File: src/rtl/fetch_buf.sv
// fetch_buf: instruction fetch unit with a credit-controlled prefetch queue.
// Issues sequential word reads, buffers returning instructions in FIFO order
// and flushes everything (queue and the read in flight) on a mispredict.
module fetch_buf #(
  parameter int              XLEN     = 32,
  parameter int              DEPTH    = 8,
  parameter logic [XLEN-1:0] RESET_PC = '0
) (
  input  logic                     clk,
  input  logic                     reset,
  input  logic                     mispredict,
  input  logic [XLEN-1:0]          redirect_pc,
  output logic                     imem_req,
  output logic [XLEN-1:0]          imem_addr,
  input  logic [31:0]              imem_rdata,
  input  logic                     ready_out,
  output logic                     valid_out,
  output logic [31:0]              instr_out,
  output logic [XLEN-1:0]          pc_out,
  output logic [XLEN-1:0]          pc_4,
  output logic [$clog2(DEPTH):0]   count
);

  localparam int AW = $clog2(DEPTH);
  localparam int CW = AW + 1;

  logic [XLEN-1:0] fetch_pc;
  logic            inflight;
  logic [XLEN-1:0] inflight_pc;
  logic [AW-1:0]   head;
  logic [AW-1:0]   tail;
  logic [CW-1:0]   count_q;

  logic [31:0]     instr_mem [DEPTH];
  logic [XLEN-1:0] pc_mem    [DEPTH];

  logic [CW:0]     credit_used;
  logic            push;
  logic            pop;

  // Credit rule: only request when every outstanding response is sure to find a slot.
  assign credit_used = {1'b0, count_q} + (CW+1)'(inflight);
  assign imem_req    = !reset && !mispredict && (credit_used < (CW+1)'(DEPTH));
  assign imem_addr   = fetch_pc;

  // A flush in the same cycle beats both queue operations.
  assign push = inflight && !mispredict;
  assign pop  = valid_out && ready_out && !mispredict;

  // Control state: fetch PC, in-flight tracking, queue pointers and occupancy.
  // NOTE: sequential state uses non-blocking assignments so every register samples pre-edge values.
  always_ff @(posedge clk) begin
    if (reset) begin
      fetch_pc    <= RESET_PC;
      inflight    <= 1'b0;
      inflight_pc <= '0;
      head        <= '0;
      tail        <= '0;
      count_q     <= '0;
    end else if (mispredict) begin
      fetch_pc <= redirect_pc;
      inflight <= 1'b0;
      head     <= '0;
      tail     <= '0;
      count_q  <= '0;
    end else begin
      inflight    <= imem_req;
      inflight_pc <= fetch_pc;
      if (imem_req) fetch_pc <= fetch_pc + XLEN'(4);
      if (push)     tail     <= tail + AW'(1);
      if (pop)      head     <= head + AW'(1);
      count_q <= count_q + CW'(push) - CW'(pop);
    end
  end

  // Queue storage: write the returning response at the tail.
  // NOTE: storage is deliberately not reset; outputs are gated by valid_out so stale contents never escape.
  always_ff @(posedge clk) begin
    if (!reset && push) begin
      instr_mem[tail] <= imem_rdata;
      pc_mem[tail]    <= inflight_pc;
    end
  end

  assign count     = count_q;
  assign valid_out = (count_q != '0);
  assign instr_out = valid_out ? instr_mem[head] : 32'h0;
  assign pc_out    = valid_out ? pc_mem[head]    : '0;
  assign pc_4      = pc_out + XLEN'(4);

endmodule

File: config.mk
export PLATFORM = sky130hd
export DESIGN_NAME = fetch_buf
export DESIGN_NICKNAME = d
export VERILOG_FILES = /design/src/rtl/fetch_buf.sv
export SDC_FILE = /design/constraint.sdc
export NUM_CORES = 1
export LEC_CHECK = 0
export ABC_AREA = 1
export CAP_MARGIN = 20
export CORE_UTILIZATION = 45
export DETAILED_ROUTE_END_ITERATION = 10
export GPL_TIMING_DRIVEN = 1
export HOLD_SLACK_MARGIN = 0.1
export MAX_ROUTING_LAYER = met4
export PLACE_DENSITY_LB_ADDON = 0.08
export SYNTH_ARGS = -nofsm -noshare
export SYNTH_HDL_FRONTEND = slang
export SYNTH_SLANG_ARGS = --single-unit
File: constraint.sdc
create_clock -name clk -period 5 [get_ports clk]
set_clock_uncertainty 0.15 [all_clocks]
set_input_delay 1 -clock clk [delete_from_list [all_inputs] [get_ports clk]]
set_output_delay 1 -clock clk [all_outputs]
set_load 0.005 [all_outputs]
# Yosys cells after proc, flatten, opt, wreduce, memory -nomap -nowiden

Memory sizes are Yosys's and may differ from the RTL's. A register that Yosys moved wholly into a read port is not among the register bits.
Cells that the tools add are included.

RAM bits: 512
Memories kept: 2
Output and inout port bits: 134
ROM bits: 0
Bits in latches: 0
Register bits: 75
Input bits: 68

Reduce and logical (&&, ||, !) cells: 11
$lt $le $gt $ge: 1
Div/mod/pow operators: 0
Bitwise gates (word level): 0
$mul: 0
Muxes and demuxes: 10
Equal/unequal tests: 0
Add/sub/neg operators: 7
Shift operators: 0

Memories:

| name      | words | bits a word | read ports | clocked after memory_dff | write ports | line | text |
|---|---|---|---|---|---|---|---|
| instr_mem | 8     | 32          | 1          | 1                        | 1           | 34   | `logic [31:0] instr_mem [DEPTH];` |
| pc_mem    | 8     | 32          | 1          | 1                        | 1           | 35   | `logic [XLEN-1:0] pc_mem [DEPTH];` |

Operator list:

| cell                                                                         | count |
|---|---|
| 32-bit 2-to-1 mux                                                            | 4 |
| 32-bit by 3-bit adder with 32-bit output, second input constant              | 2 |
| 3-bit 2-to-1 mux                                                             | 4 |
| 3-bit by 1-bit adder with 3-bit output, second input constant                | 2 |
| 1-bit logical AND                                                            | 6 |
| 4-bit by 1-bit adder with 5-bit output                                       | 1 |
| 5-bit by 4-bit less-than comparator with 1-bit output, second input constant | 1 |
| 4-bit by 1-bit adder with 4-bit output                                       | 1 |
| 4-bit nonzero test                                                           | 1 |
| 4-bit by 1-bit subtractor with 4-bit output                                  | 1 |
| 1-bit zero test                                                              | 2 |
| 1-bit 2-to-1 mux                                                             | 2 |
| 2-bit nonzero test                                                           | 1 |
| 2-bit OR reduction                                                           | 1 |

# Logic depth before layout (Yosys ltp)

Gate-level depths: netlist of run 1.

Depth in word-level cells: 5
Depth in mapped cells: 17
Gate-level depth less buffers: 15

# Worst setup path after synthesis of run 1

No wires, ideal clock.

Path kind: input-to-reg
From: input port mispredict
To: memory instr_mem[0][0] (enable)
Path buffers: 1
Required time: 4.364 ns
Slack: 0.022 ns
Data arrival time: 4.342 ns
Stages: 6
Path through: clkbuf_1 inv_2 nand2_1 nor2_1 nand2_1 nor2_1

Longest elaborated chain between the ends: 5

RTL lines:

| what                                   | line | text |
|---|---|---|
| start: declaration                     | 11   | `input logic mispredict,` |
| 1-bit zero test                        | 47   | `assign push = inflight && !mispredict;` |
| 1-bit logical AND                      | 47   |  |
| 1-bit logical AND                      | 79   | `if (!reset && push) begin` |
| 1-bit 2-to-1 mux                       | 79   |  |
| 1-bit 2-to-1 mux (implied by the code) | 80   | `instr_mem[tail] <= imem_rdata;` |
| end: declaration                       | 34   |  |

Every way passes these cells.

# Final worst setup path of run 1

From: register count_q[2], in the netlist count[2]
To: output port pc_4[17]

Longest elaborated chain between the ends: 3

RTL lines:

| what                                     | line | text |
|---|---|---|
| start: declaration                       | 32   | `logic [CW-1:0] count_q;` |
| start signal: assignment                 | 72   | `count_q <= count_q + CW'(push) - CW'(pop);` |
| 4-bit nonzero test                       | 86   | `assign valid_out = (count_q != '0);` |
| 32-bit 2-to-1 mux                        | 88   | `assign pc_out = valid_out ? pc_mem[head] : '0;` |
| 32-bit by 3-bit adder with 32-bit output | 89   | `assign pc_4 = pc_out + XLEN'(4);` |
| end: declaration                         | 20   | `output logic [XLEN-1:0] pc_4,` |

Every way passes these cells.

==> implementation parameters, run 1 <==
Parameter                              Value

Global route
  Antenna violations before repair ... 0
  Wire length of the first global-routing pass ... 105.8 mm
  Residual overflow from global routing ... 0
  Total track usage ... 24.14%
  Number of global-route vias before repair ... between 15000 and 20000
  Pin count of the biggest net entering global routing ... 93

Floorplanning
  Chip Width ... 241.7 µm
  Die outline height ... approximately 240 µm
  Starting utilization of the core area ... a little under half
  Area of the core ... approximately 57000 µm²
  Die area ... roughly 60000 µm²
  Top Ports ... around 200
  Site row count ... 87

CTS
  CTS Root Buffer Type ... sky130_fd_sc_hd__clkbuf_16
  Number of clock buffers inserted by TritonCTS ... 61
  H-tree levels ... 2
  Count of clock tree sinks ... 590
  Clock-pin slew of the registers on the worst-case setup and hold paths ... ~0.060 ns
  Clk_lat worst skew ... a little over 0.6 ns
  Longest Clk Path Bufs ... 3
  CTS tree ... done
  Number of buffers added to fix hold violations after cts ... 0

Hold path
  Hold/Removal Path Class ... reg2reg

Worst setup path
  Cell breakdown of the critical path ... inv_1 -> ha_1 -> nand3_4 -> nand3_1 -> nor2_1 -> nand2_1 -> nor2_2 -> nand2_1 -> xor2_1 -> clkdlybuf4s50_1
  Worst r2r path cells ... 14
  Timing startpoint of the critical path ... count[2]
  Crit end category ... output pin
  Flop-to-flop setup slack ... about 1.8 ns
  Worst path bufs/invs ... 2
  Crit path arrival time ... roughly 3.7 ns
  Critical path type ... reg2out
  Top cell family by delay on the critical path ... simple AND/OR/NAND/NOR gates
  WP depth ... 10
  Destination of the worst register-to-register timing path ... count[2]
  FF-to-FF Start ... count[2]
  Slowest cell on crit path ... sky130_fd_sc_hd__clkdlybuf4s50_1
  CP dominant cell by count ... sky130_fd_sc_hd__nand2_1
  Critical path data required time ... between 3 and 4 ns
  Maximum fanout count along the critical path ... 16
  Kind of start point of the critical path ... flip-flop
  Critical Path End ... pc_4[17]
  Critical Path Max Stage Delay ... slightly below 0.6 ns

Timing
  Setup repair after global routing missed its margin ... false
  Number of pins exceeding their max-slew limit in the final report ... 0
  Number of endpoints failing setup at the final stage ... 0
  Post-Route Hold Slack ... 0.3335 ns
  Final Hold Violating Endpoints ... 0
  Final TNS setup ... 0 ns
  Fin crit share ... ~97%
  Remaining max-slew budget at the tightest pin ... about 34%
  Maximum clock frequency ... ~0.21 GHz
  Minimum clock period after layout ... between 4 and 5 ns
  Pin slew with the least headroom to its limit ... between 0.9 and 1 ns

Route
  Mean number of vias per cell ... between 5 and 6
  Total via count after detailed routing ... 18680
  Total wire length ... between 60 and 70 mm
  Average routed wire per standard cell ... slightly below 20 µm
  Detail Route Antenna Nets ... 0
  Starting DRT DRC Count ... ~1600
  Total DRC errors in the routed layout ... 0
  Length of the first detailed-routing pass in iterations ... 7

Outcome
  Status ... finished, final reports clean

Pwr
  Relative contribution of combinational cells to total power ... under 10%
  Leakage Power ... between 10 and 15 nW
  Part of the total power dissipated in sequential elements ... about half
  Switching power summed over all nets ... 2.275 mW
  Power density cells ... approximately 340 nW/µm²
  Clock share of power ... between 40% and 50%
  Final Power ... between 10 and 15 mW
  Maximum VDD drop ... between 300 and 400 µV
  Switching part of the total ... around 22%
  Internal cell power ... between 8 and 9 mW

Logic synthesis
  Synthesized netlist net count ... between 2000 and 3000
  FFs w/ async S/R, synth ... 0%
  Leading register cell type out of synthesis ... sky130_fd_sc_hd__edfxtp_1
  Cells after Synth ... about 2600
  YS warnings ... 0
  Total of flip-flops plus latches after synthesis ... 590
  Sequential element share of the synthesized area ... 65.51%
  Number of flops mapped to enable cells by yosys ... 512
  Netlist area before placement ... approximately 26000 µm²
  Avg Inst Size Synth ... 9.993 µm²
  Synth unique cells ... 36

Final layout
  Summed area of non-filler cells in the final layout ... 30700 µm²
  Top library cells by usage in the layout, fill and taps aside ... sky130_fd_sc_hd__nand2_1 (589), sky130_fd_sc_hd__edfxtp_1 (512), sky130_fd_sc_hd__nor2_1 (334)
  Share of cells above drive strength 1 ... just over 6%
  Combined area of the multi-input logic cells ... about 7000 µm²
  Syn-to-layout area delta ... 18.74%
  Number of antenna repair diodes ... 0
  Register area ... 16940 µm²
  Non-Filler Instances ... between 3000 and 4000
  Final nets ... roughly 2800
  Commonest non-fill, non-tap cell in the layout ... sky130_fd_sc_hd__nand2_1
  Filler cells ... around 5100

Place
  DP HPWL ... just over 40 mm
  Post-placement cell area ... ~29000 µm²
  Routability congestion estimate from global placement ... 0.8850
  Count of buffers from port buffering ... ~200
  Cell total after placement ... ~3400

Job
  Max capacitance violation total ... 0
metrics by stage:
step           util (%)  worst slack, ns
2_1_floorplan         -          0.02225
3_3_place_gp      50.58           0.6734
3_5_place_dp      50.58           0.6228
4_1_cts           54.14          0.01683
5_1_grt           54.23         0.002549
6_report          54.23           0.1636
registers in the layout (all words and copies together) (netlist names), named ones only:
register     flops
imem_addr       32
inflight         1
pc_mem         256
tail             3
count            4
head             3
instr_mem      256
inflight_pc     32
area by class of cell:
| class | instances | area share, % |
|---|---|---|
| clock buffer | 77 | 5.372 |
| inverter | 286 | 3.550 |
| tap | 756 | 3.081 |
| sequential | 590 | 55.20 |
| clock inverter | 39 | 1.174 |
| timing repair buffer | 241 | 8.136 |
| multi-input combinational | 1576 | 23.49 |
cell families after synthesis:
family	after synthesis	synth area share (%)
AND/OR/NAND/NOR	1162	18.37
buffers and inverters	422	6.916
AO/OA/AOI/OAI	378	7.840
adder cells (fa/ha/maj)	10	0.5130
flip-flops	590	65.51
XOR/XNOR	25	0.8470
routing by layer:
metal / track usage [%] / vias up / routed length, µm
li1: - / 9004 / -
met1: 33.57 / 8989 / 31270
met2: 36.96 / 605 / 31770
met3: 4.029 / 81 / 4913
met4: 5.901 / 0 / 1266
met5: - / - / 0
tightest hold or removal path, cell delays in order (launching register included):
cell	delay, ns
sky130_fd_sc_hd__dfxtp_1	0.32
sky130_fd_sc_hd__inv_1	0.07
sky130_fd_sc_hd__a21oi_1	0.06
cell usage after synthesis (16+ instances only):
| cell | n | share of area, % |
|---|---|---|
| sky130_fd_sc_hd__nor2_2 | 16 | 0.39 |
| sky130_fd_sc_hd__nand3_1 | 174 | 3.4 |
| sky130_fd_sc_hd__edfxtp_1 | 512 | 59 |
| sky130_fd_sc_hd__o21ai_0 | 232 | 4.5 |
| sky130_fd_sc_hd__inv_1 | 284 | 4.1 |
| sky130_fd_sc_hd__a31oi_1 | 40 | 0.97 |
| sky130_fd_sc_hd__nor2_1 | 342 | 5.0 |
| sky130_fd_sc_hd__buf_2 | 47 | 0.91 |
| sky130_fd_sc_hd__dfxtp_1 | 78 | 6.0 |
| sky130_fd_sc_hd__nand2_1 | 589 | 8.6 |
| sky130_fd_sc_hd__xor2_1 | 25 | 0.85 |
| sky130_fd_sc_hd__clkbuf_1 | 57 | 0.83 |
| sky130_fd_sc_hd__o22ai_1 | 35 | 0.85 |
| sky130_fd_sc_hd__a21oi_1 | 55 | 1.1 |
what timing repair did:
| action | CTS | global route |
|---|---|---|
| gates resized for setup | 2 | 4 |
| endpoints found under the setup margin | 13 | 25 |
| gates cloned | 0 | 1 |
| buffers inserted | 0 | 3 |
| pin swaps | 0 | 1 |
| endpoints found under the hold margin | 0 | 0 |
power by group through the flow:
| stage | clock (mW) | combinational (mW) | sequential (mW) |
|---|---|---|---|
| CTS | 4.61 | 0.536 | 5.46 |
| global placement | 0 | 0.527 | 5.56 |
| floorplan | 0 | 0.248 | 5.54 |
| detailed placement | 0 | 0.532 | 5.57 |
| global route | 4.81 | 0.592 | 5.47 |
| finish | 4.53 | 0.538 | 5.46 |
worst min path at each step:
stage / start / to / slack [ns] / depth (start not counted)
floorplan: head[2] / flip-flop / 0.29 / 2
global placement: head[2] / head[2] / 0.30 / 2
detailed placement: head[2] / flip-flop / 0.32 / 2
CTS: head[2] / flip-flop / 0.33 / 2
global route: head[2] / head[2] / 0.36 / 2
finish: head[2] / flip-flop / 0.33 / 2
Note: power is estimated with default switching activity, not from simulation.
==> inputs of run 2 (changes only) <==
SLEW_MARGIN = 10   (was default)
==> results of run 2 <==
Same layout as run 1: the final DEF is identical, and so are final timing and power.
==> inputs of run 3 (changes only) <==
ABC_AREA = default   (was 1)
==> implementation parameters, run 3 <==
Parameter                              Value

Outcome
  Status ... finished, final reports clean

Job
  Max capacitance violation total ... 0 (unchanged)

Place
  Routability congestion estimate from global placement ... 0.8045 (-9.1%)
  Count of buffers from port buffering ... 201 (unchanged)
  DP HPWL ... 29.81 mm (-28%)
  Post-placement setup slack ... 0.2833 ns (-0.3396 ns)

Route
  Total wire length ... 53.07 mm (-23%)
  Mean number of vias per cell ... 5.440 (+3.8%)
  Total DRC errors in the routed layout ... 0 (unchanged)
  Detail Route Antenna Nets ... 0 (unchanged)
  Starting DRT DRC Count ... 729 (-54%)
  Total via count after detailed routing ... 12580 (-33%)
  Length of the first detailed-routing pass in iterations ... 5 (-2)
  Average routed wire per standard cell ... 22.94 µm (+18%)

Logic synthesis
  FFs w/ async S/R, synth ... 0% (unchanged)
  Count leader, synth ... sky130_fd_sc_hd__edfxtp_1
  Synth unique cells ... 53 (+47%)
  Leading register cell type out of synthesis ... sky130_fd_sc_hd__edfxtp_1
  Number of flops mapped to enable cells by yosys ... 512 (unchanged)
  Largest area contributor in the synthesized netlist ... sky130_fd_sc_hd__edfxtp_1
  Cells after Synth ... 1342 (-48%)
  Avg Inst Size Synth ... 17.62 µm² (+76%)
  Most frequent cells after synthesis ... sky130_fd_sc_hd__edfxtp_1 (512), sky130_fd_sc_hd__nor2_1 (150), sky130_fd_sc_hd__mux2i_1 (139), sky130_fd_sc_hd__mux4_2 (112), sky130_fd_sc_hd__dfxtp_1 (78)
  Netlist area before placement ... 23650 µm² (-8.5%)
  Total of flip-flops plus latches after synthesis ... 590 (unchanged)
  Sequential element share of the synthesized area ... 71.62% (+6.1 points)
  YS warnings ... 0 (unchanged)
  Area contributors post-synth ... sky130_fd_sc_hd__edfxtp_1 (65%), sky130_fd_sc_hd__mux4_2 (11%), sky130_fd_sc_hd__dfxtp_1 (6.6%)
  Synthesized netlist net count ... 1420 (-47%)
  Yosys top cell area share ... 65.02% (+5.5 points)

Floorplanning
  Area of the core ... 51610 µm² (-8.8%)
  Die outline height ... 231.2 µm (-4.3%)
  Top Ports ... 202 (unchanged)
  Site row count ... 83 (-4.6%)
  Die area ... 53470 µm² (-8.5%)
  Starting utilization of the core area ... 45.81% (+0.14 points)
  Chip Width ... 231.2 µm (-4.3%)

Worst setup path
  Kind of start point of the critical path ... flip-flop
  Cell breakdown of the critical path ... buf_12 -> buf_4 -> mux4_2 -> mux2i_2 -> or4b_4 -> or4_4 -> nor3_4 -> xnor2_1 -> clkdlybuf4s50_1
  Slowest cell on crit path ... sky130_fd_sc_hd__or4_4
  Destination of the worst register-to-register timing path ... imem_addr[27]
  Maximum fanout count along the critical path ... 12 (-4)
  Crit path arrival time ... 3.77 ns (+0.08 ns)
  Flop-to-flop setup slack ... 1.92 ns (+0.10 ns)
  Critical Path Max Stage Delay ... 0.66 ns (+0.07 ns)
  Critical path data required time ... 3.85 ns (about the same)
  Crit end category ... output pin
  Critical path type ... reg2out
  Worst r2r path cells ... 7 (-7)
  FF-to-FF Start ... imem_addr[12]

Timing
  Maximum clock frequency ... 0.2033 GHz (-1.7%)
  Number of endpoints failing setup at the final stage ... 0 (unchanged)
  Minimum clock period after layout ... 4.919 ns (+0.08287 ns)
  Remaining max-slew budget at the tightest pin ... 37.81% (+3.8 points)
  Setup repair after global routing missed its margin ... true
  Final Hold Violating Endpoints ... 0 (unchanged)
  Pin slew with the least headroom to its limit ... 0.9328 ns (-0.05655 ns)
  Worst Slack Setup Final ... 0.08078 ns (-0.08287 ns)
  Number of pins exceeding their max-slew limit in the final report ... 0 (unchanged)
  Final TNS setup ... 0 ns (unchanged)
  Fin crit share ... 98.38% (+1.7 points)

Global route
  Wire length of the first global-routing pass ... 79.42 mm (-25%)
  Number of global-route vias before repair ... 13010 (-27%)
  Total track usage ... 20.61% (-3.5 points)
  Antenna violations before repair ... 1 (+1)
  Residual overflow from global routing ... 0 (unchanged)
  Pin count of the biggest net entering global routing ... 66 (-29%)

Final layout
  Regs by FF count ... instr_mem: 256 flops, pc_mem: 256 flops
  Syn-to-layout area delta ... 21.47%
  Share of cells above drive strength 1 ... 17.16% (+11 points)
  Commonest non-fill, non-tap cell in the layout ... sky130_fd_sc_hd__edfxtp_1
  Top library cells by usage in the layout, fill and taps aside ... sky130_fd_sc_hd__edfxtp_1 (512), sky130_fd_sc_hd__clkdlybuf4s50_1 (197), sky130_fd_sc_hd__nor2_1 (142)
  Util after Layout ... 55.65% (+1.4 points)
  Register area ... 16950 µm² (about the same)
  Filler cells ... 4088 (-20%)
  Combined area of the multi-input logic cells ... 6432 µm² (-11%)
  Final nets ... 1660 (-41%)

Pwr
  Power density cells ... 348.6 nW/µm² (+1.6%)
  Leakage Power ... 9.400 nW (-20%)
  Relative contribution of combinational cells to total power ... 4.3% (-0.8 points)
  Switching power summed over all nets ... 2.058 mW (-9.5%)
  Clock share of power ... 41.5% (-1.5 points)
  Maximum VDD drop ... 303.7 µV (-6.8%)
  Part of the total power dissipated in sequential elements ... 54.2% (+2.3 points)
  Internal cell power ... 7.956 mW (-3.7%)
  Switching part of the total ... 20.55% (-1.0 points)

Hold path
  Min-delay src ... head[1]
  Hold/Removal Path Class ... reg2reg
  Hold-critical path depth ... 2 (unchanged)

CTS
  CTS Root Buffer Type ... sky130_fd_sc_hd__clkbuf_16
  Clk_lat worst skew ... 0.62 ns (about the same)
  Clock-pin slew of the registers on the worst-case setup and hold paths ... 0.06 ns (about the same)
  Count of clock tree sinks ... 590 (unchanged)
  Number of buffers added to fix hold violations after cts ... 0 (unchanged)
  Number of clock buffers inserted by TritonCTS ... 60 (-1.6%)
  Longest Clk Path Bufs ... 3 (unchanged)
  CTS tree ... done
  H-tree levels ... 2 (unchanged)
[run 3: cell types whose count changed in the layout (fill, tap and decap cells not counted), moves of 33 or more]
cell	change
sky130_fd_sc_hd__xnor2_1	+33
sky130_fd_sc_hd__o21ai_0	-230
sky130_fd_sc_hd__a31oi_1	-39
sky130_fd_sc_hd__nand2_1	-553
sky130_fd_sc_hd__o22ai_1	-35
sky130_fd_sc_hd__a21oi_1	-37
sky130_fd_sc_hd__nor2_1	-192
sky130_fd_sc_hd__nand3_1	-150
sky130_fd_sc_hd__mux2i_1	+137
sky130_fd_sc_hd__mux4_2	+112
sky130_fd_sc_hd__inv_1	-265
[run 3: what timing repair did]
item / 4_1_cts / 5_1_grt
pin swaps: 3 / 4
gates resized for setup: 20 / 13
cloned: 1 / 1
setup endpoints to repair: 24 / 14
setup buffers: 10 / 2
[run 3: cells by family (layout without fill, tap and decap cells)]
family / after synthesis / count (layout) / synth area share, %
flops: 590 / 590 / 71.62
simple gates: 287 / 287 / 5.593
mux: 252 / 252 / 16.60
buf+inv: 91 / 381 / 1.947
xor+xnor: 62 / 62 / 2.296
compound gates: 50 / 50 / 1.381
fa+ha+maj: 10 / 10 / 0.5609
other cells: 0 / 1 / 0
[run 3: stage by stage]
stage	area, µm²	power (mW)	cells	hold slack [ns]
after floorplan	23660	5.696	1342	0.3122
after global placement	26580	5.957	2186	0.3180
after detailed placement	26580	5.962	2186	0.3275
after CTS	28620	10.13	2309	0.3381
after global routing	28720	10.35	2313	0.3719
final	28720	10.01	2313	0.3384
[run 3: critical path: cells and delay by family, from the launching register on]
kind                   cells  cell delay [ns]
XOR/XNOR                   1             0.13
buffers and inverters      3             0.80
AND/OR/NAND/NOR            3             1.41
flip-flops                 1             0.35
multiplexers               2             0.45
[run 3: per-layer routing]
layer / GRT usage [%] / up-vias / wire (µm)
li1: - / 5728 / -
met1: 27.71 / 6426 / 23730
met2: 32.43 / 343 / 25320
met3: 3.617 / 86 / 2825
met4: 5.608 / 0 / 1190
met5: - / - / 0
[run 3: cell type report]
class                   count  share of cell area, %
inverters                  18                 0.2352
multi-input cells         661                  22.39
repair buffers            251                  9.060
diodes                      1               0.008712
clock inverters            25                 0.6795
well taps                 680                  2.962
clock buffers              87                  5.650
flip-flops and latches    590                  59.01
[run 3: how the worst max path moves through the flow]
| stage | start | to | slack (ns) | cells after the start |
|---|---|---|---|---|
| 2_1_floorplan | mispredict | instr_mem[7][0] | 0.30 | 3 |
| 3_3_place_gp | flip-flop | pc_4[26] | 0.32 | 9 |
| 3_5_place_dp | flip-flop | pc_4[26] | 0.28 | 9 |
| 4_1_cts | flip-flop | pc_4[31] | 0.006 | 9 |
| 5_1_grt | flip-flop | pc_4[29] | -0.05 | 9 |
| 6_report | flip-flop | pc_4[29] | 0.08 | 9 |
[run 3: power by group through the flow]
stage               Clock [mW]  Sequential [mW]  Combinational (mW)
floorplan                    0             5.51               0.184
global placement             0             5.53               0.426
detailed placement           0             5.53               0.430
CTS                       4.26             5.43               0.439
global route              4.45             5.43               0.469
finish                    4.15             5.43               0.433
